`config.mk`:
```
export PLATFORM = sky130hd
export DESIGN_NAME = chunk_serial_adder
export DESIGN_NICKNAME = d
export VERILOG_FILES = /design/src/rtl/chunk_serial_adder.sv
export SDC_FILE = /design/constraint.sdc
export NUM_CORES = 1
export LEC_CHECK = 0
export CORE_ASPECT_RATIO = 0.9
export CORE_MARGIN = 2
export CORE_UTILIZATION = 53
export CTS_CLUSTER_DIAMETER = 100
export DETAILED_ROUTE_END_ITERATION = 10
export PLACE_DENSITY = 0.85
export SYNTH_ARGS = -nofsm -noshare
export SYNTH_HDL_FRONTEND = slang
export SYNTH_SLANG_ARGS = --single-unit
```
`constraint.sdc`:
```
create_clock -name clk -period 3.7 [get_ports clk]
set_input_delay 0.555 -clock clk [delete_from_list [all_inputs] [get_ports clk]]
set_output_delay 0.555 -clock clk [all_outputs]
set_load 0.005 [all_outputs]
```
`src/rtl/chunk_serial_adder.sv`:
```
`default_nettype none
// ============================================================================
// Module      : chunk_serial_adder
// Description : Multi-cycle WIDTH-bit adder that reuses one CHUNK-bit
//               carry-lookahead slice per cycle, LSB chunk first, with a
//               start/busy/done handshake and registered sum/cout/ovf.
// Revision    : 1.0 - initial release
// ============================================================================
module chunk_serial_adder #(
    parameter int WIDTH = 16,
    parameter int CHUNK = 4
) (
    input  logic             clk,
    input  logic             rst_n,
    input  logic             start,
    input  logic [WIDTH-1:0] a,
    input  logic [WIDTH-1:0] b,
    input  logic             cin,
    output logic             busy,
    output logic             done,
    output logic [WIDTH-1:0] sum,
    output logic             cout,
    output logic             ovf
);

    localparam int c_N  = WIDTH / CHUNK;
    localparam int c_KW = (c_N > 1) ? $clog2(c_N) : 1;
    localparam logic [c_KW-1:0] c_LAST = c_KW'(c_N - 1);

    typedef enum logic [1:0] {
        S_IDLE = 2'd0,
        S_RUN  = 2'd1,
        S_DONE = 2'd2
    } state_t;

    state_t           r_state;
    state_t           w_state_next;

    logic [WIDTH-1:0] r_a;
    logic [WIDTH-1:0] r_b;
    logic [WIDTH-1:0] r_acc;
    logic             r_c;
    logic [c_KW-1:0]  r_k;

    logic [31:0]      w_base;
    logic             w_last;
    logic [CHUNK-1:0] w_ca;
    logic [CHUNK-1:0] w_cb;
    logic [CHUNK-1:0] w_g;
    logic [CHUNK-1:0] w_p;
    logic [CHUNK:0]   w_c;
    logic [CHUNK-1:0] w_s;
    logic             w_pp;
    logic [WIDTH-1:0] w_acc_next;

    // Select the operand chunk currently fed into the slice
    always_comb begin
        w_base = 32'(r_k) * CHUNK;
        w_last = (r_k == c_LAST);
        w_ca   = r_a[w_base +: CHUNK];
        w_cb   = r_b[w_base +: CHUNK];
        w_g    = w_ca & w_cb;
        w_p    = w_ca ^ w_cb;
    end

    // Lookahead carries: each c[i+1] is a flat sum of products over g/p and
    // the chunk carry-in, so no carry depends on a neighbouring carry.
    always_comb begin
        w_c    = '0;
        w_pp   = 1'b1;
        w_c[0] = r_c;
        for (int i = 0; i < CHUNK; i++) begin
            w_pp = 1'b1;
            for (int j = i; j >= 0; j--) begin
                w_c[i+1] = w_c[i+1] | (w_g[j] & w_pp);
                w_pp     = w_pp & w_p[j];
            end
            w_c[i+1] = w_c[i+1] | (w_pp & r_c);
        end
    end

    // Chunk sum merged into the accumulator image
    always_comb begin
        w_s                          = w_p ^ w_c[CHUNK-1:0];
        w_acc_next                   = r_acc;
        w_acc_next[w_base +: CHUNK]  = w_s;
    end

    // State register
    always_ff @(posedge clk or negedge rst_n) begin
        if (!rst_n) begin
            r_state <= S_IDLE;
        end else begin
            r_state <= w_state_next;
        end
    end

    // Next-state and handshake outputs
    always_comb begin
        w_state_next = r_state;
        busy         = 1'b0;
        done         = 1'b0;
        case (r_state)
            S_IDLE: begin
                if (start) begin
                    w_state_next = S_RUN;
                end
            end
            S_RUN: begin
                busy = 1'b1;
                if (w_last) begin
                    w_state_next = S_DONE;
                end
            end
            S_DONE: begin
                busy         = 1'b1;
                done         = 1'b1;
                w_state_next = S_IDLE;
            end
            default: begin
                w_state_next = S_IDLE;
            end
        endcase
    end

    // Operand capture, per-chunk accumulation and final result load
    always_ff @(posedge clk or negedge rst_n) begin
        if (!rst_n) begin
            r_a   <= '0;
            r_b   <= '0;
            r_acc <= '0;
            r_c   <= 1'b0;
            r_k   <= '0;
            sum   <= '0;
            cout  <= 1'b0;
            ovf   <= 1'b0;
        end else begin
            case (r_state)
                S_IDLE: begin
                    if (start) begin
                        r_a   <= a;
                        r_b   <= b;
                        r_c   <= cin;
                        r_k   <= '0;
                        r_acc <= '0;
                    end
                end
                S_RUN: begin
                    r_acc <= w_acc_next;
                    r_c   <= w_c[CHUNK];
                    if (w_last) begin
                        sum  <= w_acc_next;
                        cout <= w_c[CHUNK];
                        // carry into the MSB xor carry out of the MSB
                        ovf  <= w_c[CHUNK-1] ^ w_c[CHUNK];
                    end else begin
                        r_k <= r_k + 1'b1;
                    end
                end
                default: begin
                end
            endcase
        end
    end

endmodule
`default_nettype wire
```
==> qor.csv, run 1 <==
stage,metric,value,unit
timing,tns,0,ns
critical_path,path_delay_family,flip-flops,
critical_path,crit_path_end_kind,flip-flop,
power,pwr_density_cell,1010,nW/µm²
logic_synthesis,yosys_warnings,0,
power,p_seq_frac,0.313,
logic_synthesis,synth_area_per_cell,12.4,µm²
clock_tree,cts.sinks,71,
floorplanning,pin_count,56,
power,swShare,0.415,
floorplanning,rows,27,
grt,antenna_found_initial,0,
power,p_leak,1.78,nW
placement,postPlaceCellArea,4010,µm²
logic_synthesis,synth-main-ff-cell,dfrtp_1,
timing,relSlewSlack,0.420,
route,ant_nets,0,
placement,dp_hpwl,5.03,mm
route,drt-vias-per-instance,5.75,
power,vdd_drop_max,0.000566,V
clock_tree,clock_tree.buffer_depth,2,
logic_synthesis,muxShareOfSynthArea,0.162,
power,switching_power,1.77,mW
cells_and_area,fill_cells,470,
cells_and_area,syn_to_final_growth,24.7,%
route,route.vias.total,2432,
run,maxCapViolCount,0,
power,comb_power_share,0.529,
placement,io_buffers,55,
clock_tree,h-tree-depth,3,
clock_tree,cts.repair.resized,0,
route,routed_wirelength,7.08,mm
critical_path,startpoint,r_k[0],
cells_and_area,drive_gt1_frac,0.190,
clock_tree,postCtsSetupBuffers,0,
timing,hold-worst-slack,0.381,ns
timing,max_freq,335,MHz
critical_path,r2r_end,sum[3],
route,drt_iter0_drc,165,
floorplanning,core_area,6150,µm²
grt,overflow,0,
logic_synthesis,synth_top_area_share,0.524,
logic_synthesis,synth_xor_xnor_area_share,0.00997,
logic_synthesis,ys_seq_area_frac,0.524,
timing,fin_ws,0.719,ns
cells_and_area,final_cell_mix,"71 x dfrtp_1, 54 x clkdlybuf4s50_1, 32 x mux2_2",
worst_hold_path,hp-class,input port to async pin,
floorplanning,dieHeight,79.9,µm
critical_path,reg2reg_from,r_k[0],
timing,period_share,0.806,
critical_path,cpMaxStageDelayCell,dfrtp_1,
clock_tree,clkTransAtPathRegs,0.08,ns
critical_path,worst_ep_arrival_time,3.19,ns
timing,period_minus_slack,2.98,ns
timing,drv_slew,0,
status,status,finished clean,
logic_synthesis,yosysTopAreaCell,dfrtp_1,
cells_and_area,instances_no_fill,423,
cells_and_area,nNetsFinal,381,
critical_path,crit_chain,mux4_2 > ha_1 > a41oi_1 > o21ai_2 > xnor2_2 > o32ai_1,
logic_synthesis,synth.distinct_cells,49,
route,wl_per_cell,16.7,µm
power,pwr-share-clk,0.158,
cells_and_area,design_area,4230,µm²
logic_synthesis,synth_fa_ha_area_frac,0.0539,
logic_synthesis,synthCells,273,
critical_path,timing.critical_path.buf_inv,0,
grt,grt_max_degree,72,
timing,tightest_slew,0.870,ns
logic_synthesis,synth_compound_area_frac,0.148,
power,p_int,2.49,mW
cells_and_area,final_common_cell,dfrtp_1,
grt,grt_pass1_wl,11.9,mm
grt,grt_pass1_vias,2432,
power,total_power,4.26,mW
placement,dpl_worst_slack,0.765,ns
route,firstDrtPassIters,4,
route,drc_errors,0,
clock_tree,clockRootBuffer,clkbuf_8,
placement,place.gp.congestion,0.908,
grt,grt_use_total,0.225,
placement,placedCellCount,407,
logic_synthesis,synth_top_family_by_area,multiplexers,
critical_path,crit_required,3.91,ns
critical_path,path_class,flip-flop to flip-flop,
clock_tree,cts_buffers,9,
critical_path,critPathMaxStageDelay,0.86,ns
critical_path,worst_setup_path_start_kind,flip-flop,
clock_tree,insertion_delay,0.35,ns
critical_path,cp_max_fo,16,
logic_synthesis,syn_nets,323,
floorplanning,dieArea,7050,µm²
clock_tree,cts_hold_buf,0,
logic_synthesis,ys_seq_elements,71,
cells_and_area,final_util,0.688,
logic_synthesis,synthArstFlopShare,1.00,
critical_path,ff2ff_path_depth,6,
logic_synthesis,yosys.area_share.simple,0.0672,
logic_synthesis,netlist_area,3390,µm²
floorplanning,die_width,88.3,µm
floorplanning,initial_core_util,0.551,
clock_tree,cts_tree,done,
timing,hold_violations,0,
logic_synthesis,synth.area.top_cells,"dfrtp_1 52%, mux2_2 11%, mux4_2 5.3%",
timing,setup_viol,0,
cells_and_area,diodes,0,
critical_path,r2r_slack,0.72,ns
timing,skew,0.0126,ns
logic_synthesis,synth_edf_count,0,
timing,rsz0062_at_grt,no,
## worst max-delay path by stage
| stage | end | slack (ns) | cells past startpoint |
|---|---|---|---|
| 2_1_floorplan | sum[11] | 1.11 | 8 |
| 3_3_place_gp | sum[3] | 0.83 | 6 |
| 3_5_place_dp | sum[11] | 0.77 | 6 |
| 4_1_cts | sum[11] | 0.75 | 6 |
| 5_1_grt | sum[3] | 0.50 | 6 |
| 6_report | sum[3] | 0.72 | 6 |
## power by group through the flow
stage | logic (mW) | clock network (mW) | registers (mW)
after floorplan | 1.56 | 0 | 1.26
after global placement | 2.13 | 0 | 1.33
after detailed placement | 2.20 | 0 | 1.35
after CTS | 2.23 | 0.679 | 1.33
after global routing | 2.46 | 0.721 | 1.38
final | 2.25 | 0.672 | 1.33
## cell usage after synthesis (all sizes together), types with 2 or more instances
| master | n |
|---|---|
| dfrtp | 71 |
| mux2 | 32 |
| a21oi | 20 |
| inv | 18 |
| nor2 | 17 |
| ha | 13 |
| o2bb2ai | 13 |
| nand2 | 10 |
| mux4 | 8 |
| o21ai | 7 |
| buf | 5 |
| clkbuf | 5 |
| a221oi | 4 |
| o21a | 4 |
| o221ai | 4 |
| a22o | 3 |
| nand3 | 3 |
| nor3 | 3 |
| o32ai | 3 |
| a211o | 2 |
| nand2b | 2 |
| nor4 | 2 |
| o22ai | 2 |
| o31ai | 2 |
| or4 | 2 |
| xnor2 | 2 |
## routing by layer
layer  share of wire  global-route usage  vias up  wire length (µm)
met5               0                   0        -                 0
met4           0.017              0.0667        0               122
met3           0.061              0.0807       14               429
met2            0.50               0.348       90              3510
met1            0.43               0.299     1200              3020
li1                -                   -     1128                 -
## registers in the layout (all words and copies together), names as in the netlist
name     flops
cout         1
ovf          1
r_a         16
r_acc       16
r_b         16
r_c          1
r_k          2
r_state      2
sum         16
## area by class of cell
type                       count  area (µm²)  area share
multi-input combinational    173        1500       0.354
timing repair buffer          57         561       0.133
sequential                    71        1780       0.420
inverter                      19        71.3      0.0169
clock buffer                  11         131      0.0311
clock inverter                 5        82.6      0.0195
tap                           87         109      0.0257
## cells by family after synthesis
kind of cell	after synthesis
mux	41
flops	71
buf+inv	29
fa+ha+maj	14
compound gates	70
simple gates	45
xor+xnor	3
No activity file was read; power rests on OpenSTA's default activity.
==> inputs of run 2 (changes only) <==
- clock period: 3.7 -> 2.8 ns (I/O delays scaled with it)
==> qor.csv, run 2 (synthesized netlist as in run 1, its figures left out) <==
stage,metric,value,unit,change
power,vdd_drop_max,0.000828,V,+46%
grt,top_usage_layer,met2,,
worst_hold_path,hp-class,input port to async pin,,
route,wl_per_cell,16.8,µm,+0.54%
critical_path,path_delay_family,compound AO/OA/AOI/OAI gates,,
placement,dpl_worst_slack,-0.00242,ns,-0.768 ns
clock_tree,cts.sinks,71,,unchanged
grt,grt_pass1_vias,2467,,+1.4%
grt,antenna_found_initial,0,,unchanged
timing,period_minus_slack,2.58,ns,-0.401 ns
critical_path,path_class,flip-flop to flip-flop,,
critical_path,cp_max_fo,9,,-7
route,ant_nets,0,,unchanged
timing,setup_viol,0,,unchanged
critical_path,critPathMaxStageDelay,0.54,ns,-0.32 ns
clock_tree,clkTransAtPathRegs,0.07,ns,about the same
route,routed_wirelength,7.17,mm,+1.3%
floorplanning,rows,27,,unchanged
floorplanning,die_width,88.3,µm,unchanged
route,route.vias.total,2445,,+0.53%
clock_tree,cts.repair.resized,1,,+1
power,p_leak,1.78,nW,about the same
grt,grt.met2_usage,0.374,,+0.0256
clock_tree,cts_tree,done,,
placement,place.gp.congestion,0.903,,-0.56%
cells_and_area,syn_to_final_growth,24.8,%,about the same
critical_path,timing.critical_path.buf_inv,0,,unchanged
cells_and_area,fill_cells,474,,+0.85%
placement,postPlaceCellArea,4060,µm²,+1.1%
power,total_power,5.61,mW,+32%
timing,relSlewSlack,0.495,,+0.0748
floorplanning,initial_core_util,0.551,,unchanged
cells_and_area,nNetsFinal,385,,+1.0%
clock_tree,postCtsSetupBuffers,0,,unchanged
clock_tree,insertion_delay,0.35,ns,about the same
timing,tns,0,ns,unchanged
timing,hold_violations,0,,unchanged
grt,grt_use_total,0.226,,+0.000755
critical_path,crit_required,3.04,ns,-0.87 ns
route,drc_errors,0,,unchanged
timing,drv_slew,0,,unchanged
route,firstDrtPassIters,5,,+1
status,status,finished clean,,
cells_and_area,instances_no_fill,426,,+0.71%
clock_tree,clock_tree.buffer_depth,2,,unchanged
critical_path,cpMaxStageDelayCell,mux4_2,,
grt,grtUsageMet1,0.290,,-0.00897
floorplanning,dieHeight,79.9,µm,unchanged
timing,max_freq,388,MHz,+16%
clock_tree,cts_buffers,9,,unchanged
cells_and_area,final_common_cell,dfrtp_1,,
timing,skew,0.00936,ns,-0.00328 ns
timing,hold-worst-slack,0.140,ns,-0.241 ns
placement,io_buffers,55,,unchanged
cells_and_area,design_area,4230,µm²,about the same
timing,fin_ws,0.220,ns,-0.499 ns
grt,use_met3,0.0724,,-0.00827
floorplanning,pin_count,56,,unchanged
critical_path,worst_setup_path_start_kind,flip-flop,,
cells_and_area,drive_gt1_frac,0.206,,+0.0160
route,drt_iter0_drc,118,,-28%
grt,grt_pass1_wl,12.0,mm,+0.28%
placement,placedCellCount,411,,+0.98%
cells_and_area,diodes,0,,unchanged
clock_tree,cts_hold_buf,0,,unchanged
clock_tree,clockRootBuffer,clkbuf_8,,
run,maxCapViolCount,0,,unchanged
timing,rsz0062_at_grt,no,,
timing,tightest_slew,0.757,ns,-0.112 ns
grt,grt_max_degree,41,,-43%
critical_path,crit_chain,mux4_2 > ha_1 > a41oi_1 > o21ai_2 > xnor2_4 > o32ai_1,,
floorplanning,dieArea,7050,µm²,unchanged
route,drt-vias-per-instance,5.74,,-0.17%
cells_and_area,final_util,0.688,,about the same
placement,dp_hpwl,5.18,mm,+3.0%
grt,overflow,0,,unchanged
cells_and_area,final_cell_mix,"70 x dfrtp_1, 54 x clkdlybuf4s50_1, 32 x mux2_2",,
clock_tree,h-tree-depth,3,,unchanged
critical_path,crit_path_end_kind,flip-flop,,
timing,period_share,0.921,,+0.116
power,pwr_density_cell,1330,nW/µm²,+32%
floorplanning,core_area,6150,µm²,unchanged
critical_path,worst_ep_arrival_time,2.82,ns,-0.37 ns
## run 2: cell types whose count changed in the layout (fill, tap and decap cells not counted), moves of 2 or more
| cell | delta |
|---|---|
| buf_4 | +3 |
| bufinv_16 | -2 |
| clkbuf_1 | -2 |
| clkinv_2 | +2 |
| clkinvlp_4 | +2 |
## run 2: worst reg2reg max path: stages, from the launching register on
cell	delay [ns]
dfrtp_2	0.53
mux4_2	0.54
ha_1	0.41
a41oi_1	0.32
o21ai_2	0.17
xnor2_4	0.21
o32ai_1	0.29
## run 2: cell type report
type | count | area (µm²) | area share
Clock buffer | 9 | 124 | 0.0293
Multi-Input combinational cell | 173 | 1510 | 0.356
Timing Repair Buffer | 61 | 603 | 0.143
Sequential cell | 71 | 1780 | 0.420
Inverter | 19 | 71.3 | 0.0169
Tap cell | 87 | 109 | 0.0257
Clock inverter | 6 | 38.8 | 0.00917
## run 2: final timing paths
| kind | startpoint | end | slack [ns] | cells after the start |
|---|---|---|---|---|
| worst min register to register | sum[0] | sum[0] | 0.49 | 1 |
| min in group clk | sum[0] | sum[0] | 0.49 | 1 |
| max in group asynchronous | rst_n | r_k[0] | 1.98 | 2 |
| worst min-delay path | rst_n | sum[12] | 0.14 | 1 |
| worst max register to register | r_k[0] | sum[3] | 0.22 | 6 |
| worst max-delay path | r_k[0] | sum[3] | 0.22 | 6 |
## run 2: layer usage
layer	up-vias	wire (µm)
li1	1135	-
met1	1211	3110
met2	93	3560
met3	6	424
met4	0	72
met5	-	0
## run 2: where the power goes
part           switching [mW]  total [mW]  internal, mW
clock                   0.379       0.691         0.312
sequential              0.291        1.75          1.46
combinational            1.69        3.16          1.47
total                    2.36        5.61          3.25
